### config.mk
export PLATFORM = sky130hd
export DESIGN_NAME = bpred_pht_write_sched_flat
export DESIGN_NICKNAME = d
export VERILOG_FILES = /design/src/rtl/bpred_pht_write_sched_if.sv /design/src/rtl/bpred_pht_write_sched.sv /design/src/flat_wrapper.sv
export SDC_FILE = /design/constraint.sdc
export NUM_CORES = 1
export LEC_CHECK = 0
export BUFFER_PORTS_ARGS = -buffer_cell sky130_fd_sc_hd__buf_2
export CAP_MARGIN = 20
export CORE_MARGIN = 1
export CORE_UTILIZATION = 35
export DETAILED_ROUTE_END_ITERATION = 7
export MAX_ROUTING_LAYER = met4
export PLACE_DENSITY_LB_ADDON = 0.05
export SYNTH_ARGS = -nofsm -noshare
export SYNTH_HDL_FRONTEND = slang
export SYNTH_SLANG_ARGS = --single-unit
### constraint.sdc
create_clock -name clk -period 2.95 [get_ports clk]
set_input_delay 0.4425 -clock clk [delete_from_list [all_inputs] [get_ports clk]]
set_output_delay 0.4425 -clock clk [all_outputs]
set_load 0.02 [all_outputs]
### src/rtl/bpred_pht_write_sched_if.sv
// Bundles the W-stage update offer and the PHT write-port signals.
// The scheduler takes the slave side; the update source / PHT side takes the master side.
interface bpred_pht_write_sched_if #(
  parameter int k = 10
);
  logic         UpdValid;
  logic [k-1:0] UpdIndex;
  logic [1:0]   UpdState;
  logic         PHTWe;
  logic [k-1:0] PHTWa;
  logic [1:0]   PHTWd;

  modport master (
    output UpdValid, UpdIndex, UpdState,
    input  PHTWe, PHTWa, PHTWd
  );

  modport slave (
    input  UpdValid, UpdIndex, UpdState,
    output PHTWe, PHTWa, PHTWd
  );
endinterface

### src/rtl/bpred_pht_write_sched.sv
// Owns the PHT write port: sweeps the table to INITVAL after reset/invalidate,
// queues retire-stage counter updates during the sweep and drains them in order.
module bpred_pht_write_sched #(
  parameter int         k       = 10,
  parameter int         QDEPTH  = 4,
  parameter logic [1:0] INITVAL = 2'b01
) (
  input  logic                      clk,
  input  logic                      reset,
  input  logic                      StallW,
  input  logic                      FlushW,
  input  logic                      InvalidateReq,
  bpred_pht_write_sched_if.slave    phtBus,
  output logic                      InitBusy,
  output logic                      UpdDropped,
  output logic [$clog2(QDEPTH):0]   QCount
);

  localparam int PW = $clog2(QDEPTH);
  localparam int CW = PW + 1;
  localparam logic [CW-1:0] FULL_COUNT = CW'(QDEPTH);
  localparam logic [k-1:0]  SWEEP_LAST = '1;

  typedef enum logic {INIT, RUN} state_t;

  state_t        stateReg, stateNext;
  logic [k-1:0]  sweepIdxReg, sweepIdxNext;
  logic [PW-1:0] rdPtrReg, rdPtrNext;
  logic [PW-1:0] wrPtrReg, wrPtrNext;
  logic [CW-1:0] countReg, countNext;
  logic [k-1:0]  slotIdxReg [QDEPTH];
  logic [1:0]    slotStReg  [QDEPTH];

  logic          accept, full, empty, push, pop, dropped;
  logic          weComb;
  logic [k-1:0]  waComb;
  logic [1:0]    wdComb;

  assign accept = phtBus.UpdValid & ~StallW & ~FlushW;
  assign full   = (countReg == FULL_COUNT);
  assign empty  = (countReg == '0);

  always_ff @(posedge clk) begin
    if (reset) begin
      stateReg    <= INIT;
      sweepIdxReg <= '0;
      rdPtrReg    <= '0;
      wrPtrReg    <= '0;
      countReg    <= '0;
    end else begin
      stateReg    <= stateNext;
      sweepIdxReg <= sweepIdxNext;
      rdPtrReg    <= rdPtrNext;
      wrPtrReg    <= wrPtrNext;
      countReg    <= countNext;
    end
  end

  // Payload slots carry no reset; occupancy is tracked solely by countReg.
  for (genvar gi = 0; gi < QDEPTH; gi++) begin : g_slot
    always_ff @(posedge clk) begin
      if (push && wrPtrReg == PW'(gi)) begin
        slotIdxReg[gi] <= phtBus.UpdIndex;
        slotStReg[gi]  <= phtBus.UpdState;
      end
    end
  end

  always_comb begin
    stateNext    = stateReg;
    sweepIdxNext = sweepIdxReg;
    weComb       = 1'b0;
    waComb       = sweepIdxReg;
    wdComb       = INITVAL;
    push         = 1'b0;
    pop          = 1'b0;

    case (stateReg)
      INIT: begin
        weComb       = 1'b1;
        sweepIdxNext = sweepIdxReg + 1'b1;
        if (sweepIdxReg == SWEEP_LAST) stateNext = RUN;
        push         = accept & ~full;
      end
      RUN: begin
        if (!empty) begin
          weComb = 1'b1;
          waComb = slotIdxReg[rdPtrReg];
          wdComb = slotStReg[rdPtrReg];
          pop    = 1'b1;
          push   = accept;
        end else if (accept) begin
          weComb = 1'b1;
          waComb = phtBus.UpdIndex;
          wdComb = phtBus.UpdState;
        end
      end
      default: stateNext = INIT;
    endcase

    // An update accepted alongside an invalidate is silently discarded, not dropped.
    dropped = accept & full & ~pop & ~InvalidateReq;
    if (InvalidateReq) push = 1'b0;

    rdPtrNext = rdPtrReg + PW'(pop);
    wrPtrNext = wrPtrReg + PW'(push);
    countNext = countReg + CW'(push) - CW'(pop);

    if (InvalidateReq) begin
      stateNext    = INIT;
      sweepIdxNext = '0;
      rdPtrNext    = '0;
      wrPtrNext    = '0;
      countNext    = '0;
    end
  end

  assign phtBus.PHTWe = weComb & ~reset;
  assign phtBus.PHTWa = waComb;
  assign phtBus.PHTWd = wdComb;
  assign InitBusy     = (stateReg == INIT);
  assign UpdDropped   = dropped & ~reset;
  assign QCount       = reset ? '0 : countReg;

endmodule

### src/flat_wrapper.sv
// flat-port wrapper written by rule: the top's interface ports become plain ports
module bpred_pht_write_sched_flat 
#(
  parameter int         k       = 10,
  parameter int         QDEPTH  = 4,
  parameter logic [1:0] INITVAL = 2'b01
)
  (clk, reset, StallW, FlushW, InvalidateReq, InitBusy, UpdDropped, QCount, phtBus_UpdValid, phtBus_UpdIndex, phtBus_UpdState, phtBus_PHTWe, phtBus_PHTWa, phtBus_PHTWd);
  bpred_pht_write_sched_if #(.k(k)) phtBus_i ();
  input  logic clk;
  input  logic reset;
  input  logic StallW;
  input  logic FlushW;
  input  logic InvalidateReq;
  output logic InitBusy;
  output logic UpdDropped;
  output logic [$clog2(QDEPTH):0] QCount;
  input wire logic [$bits(phtBus_i.UpdValid)-1:0] phtBus_UpdValid;
  input wire logic [$bits(phtBus_i.UpdIndex)-1:0] phtBus_UpdIndex;
  input wire logic [$bits(phtBus_i.UpdState)-1:0] phtBus_UpdState;
  output wire logic [$bits(phtBus_i.PHTWe)-1:0] phtBus_PHTWe;
  output wire logic [$bits(phtBus_i.PHTWa)-1:0] phtBus_PHTWa;
  output wire logic [$bits(phtBus_i.PHTWd)-1:0] phtBus_PHTWd;
  assign phtBus_i.UpdValid = phtBus_UpdValid;
  assign phtBus_i.UpdIndex = phtBus_UpdIndex;
  assign phtBus_i.UpdState = phtBus_UpdState;
  assign phtBus_PHTWe = phtBus_i.PHTWe;
  assign phtBus_PHTWa = phtBus_i.PHTWa;
  assign phtBus_PHTWd = phtBus_i.PHTWd;
  bpred_pht_write_sched #(.k(k), .QDEPTH(QDEPTH), .INITVAL(INITVAL)) u_core (.clk(clk), .reset(reset), .StallW(StallW), .FlushW(FlushW), .InvalidateReq(InvalidateReq), .phtBus(phtBus_i), .InitBusy(InitBusy), .UpdDropped(UpdDropped), .QCount(QCount));
endmodule
==> results.md <==
* RSZ-0062 raised after global routing: false
* 1st-iter DRT viols at 105
* Hpwl dp at 4.41 mm
* Top cells by count, synth: 48 x edfxtp_1, 21 x nor2_1, 18 x dfxtp_1
* Vias in the first global route at between 1500 and 2000
* Non-filler cells, final at 366
* Sw frac at a little over 20%
* Reg2reg start: u_core.stateReg$_SDFF_PP0_
* PortBufs at 35
* Actual slew at the worst max-slew pin at approximately 0.62 ns
* Most frequent cell after synthesis: edfxtp_1
* Syn Inst Count at 216
* Status: complete, no violations
* Total Neg Setup Slack at 0 ns
* First-pass GRT wire length at 10.1 mm
* Total core area at a little under 8000 sq um
* Crit path capture type: output port
* ANT cells at 0
* Post-CTS setup repair buffer count at 0
* Area growth syn-to-layout at 18.8%
* Placed Cells at 350
* Worst Setup SP: u_core.countReg[1]$_SDFF_PP0_
* Hold crit path type: input port to flip-flop
* Worst setup margin at between 0.3 and 0.4 ns
* Final Max Slew Viols at 0
* WL per Instance at 18.3 um
* Worst EP required at 2.51 ns
* Kind of critical path: flip-flop to output port
* Cell Chain, Critical Path: or3_1 -> o21ai_2 -> a211oi_1 -> buf_2
* Clock power frac at about 44%
* DRT Pass-1 Iters at 4
* Hold violation total from the final report at 0
* Post-synth ARST share at 0%
* Switch Pwr at 390 uW
* Final setup vio count at 0
* Pwr dens at between 500 and 600 nW/um^2
* Int Pwr at 1490 uW
* Die area at 8630 sq um
* Layout cell share with drive strength beyond 1 at 29.2%
* Max-cap violations at 0
* Initial antenna violation count at 0
* Cells resized by post-CTS repair at 0
* Seq pwr share at 53.2%
* Max-Slew Margin vs Limit at 58.7%
* Vias per cell at 5.26
* DRC at 0
* I/O pin total at 36
* RD Place Congestion at 0.714
* CP max FO at 10
* ANT nets after route at 0
* EDFF count, synth at 48
* Count of cell types in the netlist at 39
* Top_reg_cell synth: edfxtp_1
* Pre-CTS setup slack at 0.555 ns
* CTS tree: done
* Clock Latency Late Sink at 0.34 ns
* Max clock buf depth at 2
* Fin crit share at 86.4%
* Avg Inst Size Synth at approximately 13 sq um
* Initial Utilization at 36.8%
* CTS Hold Bufs at 0
* Slowest stage delay, CP at 0.51 ns
* Fillers at 780
* GRT Residual Overflow at 0
* Largest cells by area after synthesis: edfxtp_1 50%, dfxtp_1 12%, mux4_2 9.4%
* Critical-path top delay cell: o21ai_2
* Mapped Area at 2890 sq um
* Fmax at 392 MHz
* YS warnings at 0
* Die Width at 92.9 um
* Chip height at 92.9 um
* Final min period at 2.55 ns
* Startpoint Class: flip-flop
* Worst VDD drop at 186 uV
* Largest net degree at the start of global routing at 15
* Row cnt at 32
* Synth area leader: edfxtp_1
* Sinks on Clock Net at 66
* Hold Path Origin: phtBus_UpdIndex[4]
* Routed WL at 6.71 mm
* H-tree level count at 3
* Worst clock skew at 0.0102 ns
* Gr usage total at 17.1%
* Comb pwr share at under 10%
* TritonCTS Buffers at 9
* Root buffer cell: clkbuf_8
* LEAKAGE at around 0.0012 uW
* Vias at 1924
* #FFs+latches synth at 66
* CP arrival at 2.11 ns
* # nets final at 283
* Post-synth net total at 240
* Sequential share of the synthesized area at just over 60%
* Worst-path clk slew at 0.08 ns
* Top-area cell type share of the netlist area at ~50%
## worst max-delay path, delay by kind of cell (launching register included)
| kind | cells | cell delay, ns |
|---|---|---|
| DFF | 1 | 0.39 |
| and+or+nand+nor | 1 | 0.45 |
| buffers and inverters | 1 | 0.20 |
| AOI/OAI and AO/OA | 2 | 0.72 |
## power by group through the flow
stage	sequential [uW]	combinational [uW]	clock (uW)
4_1_cts	1000	55.9	853
6_report	1000	54.8	826
3_5_place_dp	1020	55.5	0
2_1_floorplan	1020	22.5	0
5_1_grt	1000	60.8	885
3_3_place_gp	1020	55.0	0
## state kept, by name, indices dropped and copies added, names as in the netlist
signal,flops
u_core.slotStReg,8
u_core.sweepIdxReg,10
u_core.rdPtrReg,2
u_core.countReg,3
u_core.wrPtrReg,2
u_core.stateReg,1
u_core.slotIdxReg,40
## layer usage
layer | global-route usage, % | up-vias | share of wire (%) | wire length (um)
li1 | - | 903 | - | -
met1 | 22.0 | 965 | 46 | 3090
met2 | 26.3 | 47 | 49 | 3300
met3 | 3.20 | 9 | 3.4 | 228
met4 | 7.69 | 0 | 1.4 | 97
met5 | - | - | 0 | 0
## worst paths after layout
check	slack, ns	cells past startpoint	to
min	0.34	1	u_core.slotIdxReg[1][4]$_DFFE_PP_
max	0.40	4	phtBus_PHTWa[8]
min reg2reg	0.51	2	u_core.sweepIdxReg[6]$_SDFFE_PP0N_
max reg2reg	0.82	8	u_core.countReg[2]$_SDFF_PP0_
## per-stage QoR
step	utilization (%)	hold WS (ns)	cell area [sq um]	power, uW
2_1_floorplan	-	0.465	2890	1040
3_3_place_gp	41.0	0.486	3220	1080
3_5_place_dp	41.0	0.501	3220	1080
4_1_cts	43.8	0.320	3430	1910
5_1_grt	43.8	0.328	3430	1950
6_report	43.8	0.341	3430	1880
## logic make-up after synthesis
kind of cell	share of synthesized area [%]
DFF	62.3
and+or+nand+nor	12.1
AOI/OAI and AO/OA	6.97
buffers and inverters	3.90
muxes	9.70
xor gates and xnor gates	2.12
adders and majority gates	2.86
## cell type report
| cell class | instances | area [sq um] | share of cell area, % |
|---|---|---|---|
| inverters | 16 | 60.1 | 1.75 |
| clock buffers | 9 | 124 | 3.61 |
| repair buffers | 44 | 243 | 7.07 |
| flip-flops and latches | 66 | 1800 | 52.5 |
| well taps | 102 | 128 | 3.72 |
| multi-input cells | 122 | 986 | 28.7 |
| clock inverters | 7 | 92.6 | 2.70 |
## cells in the final DEF, fill, tap and decap left out, types with 4 or more instances in the layout
| cell | synthesis | final |
|---|---|---|
| edfxtp_1 | 48 | 48 |
| buf_2 | 3 | 35 |
| nor2_1 | 21 | 21 |
| dfxtp_1 | 18 | 18 |
| inv_1 | 15 | 15 |
| mux4_2 | 12 | 12 |
| nor4_1 | 10 | 10 |
| a211oi_1 | 10 | 10 |
| clkbuf_8 | 0 | 9 |
| buf_4 | 1 | 9 |
| a21oi_1 | 8 | 8 |
| or3_1 | 6 | 6 |
| o21ai_0 | 6 | 6 |
| xnor2_1 | 5 | 5 |
| ha_1 | 5 | 5 |
| nand3_1 | 4 | 4 |
| nand2_1 | 4 | 4 |
No activity file was read; power rests on OpenSTA's default activity.
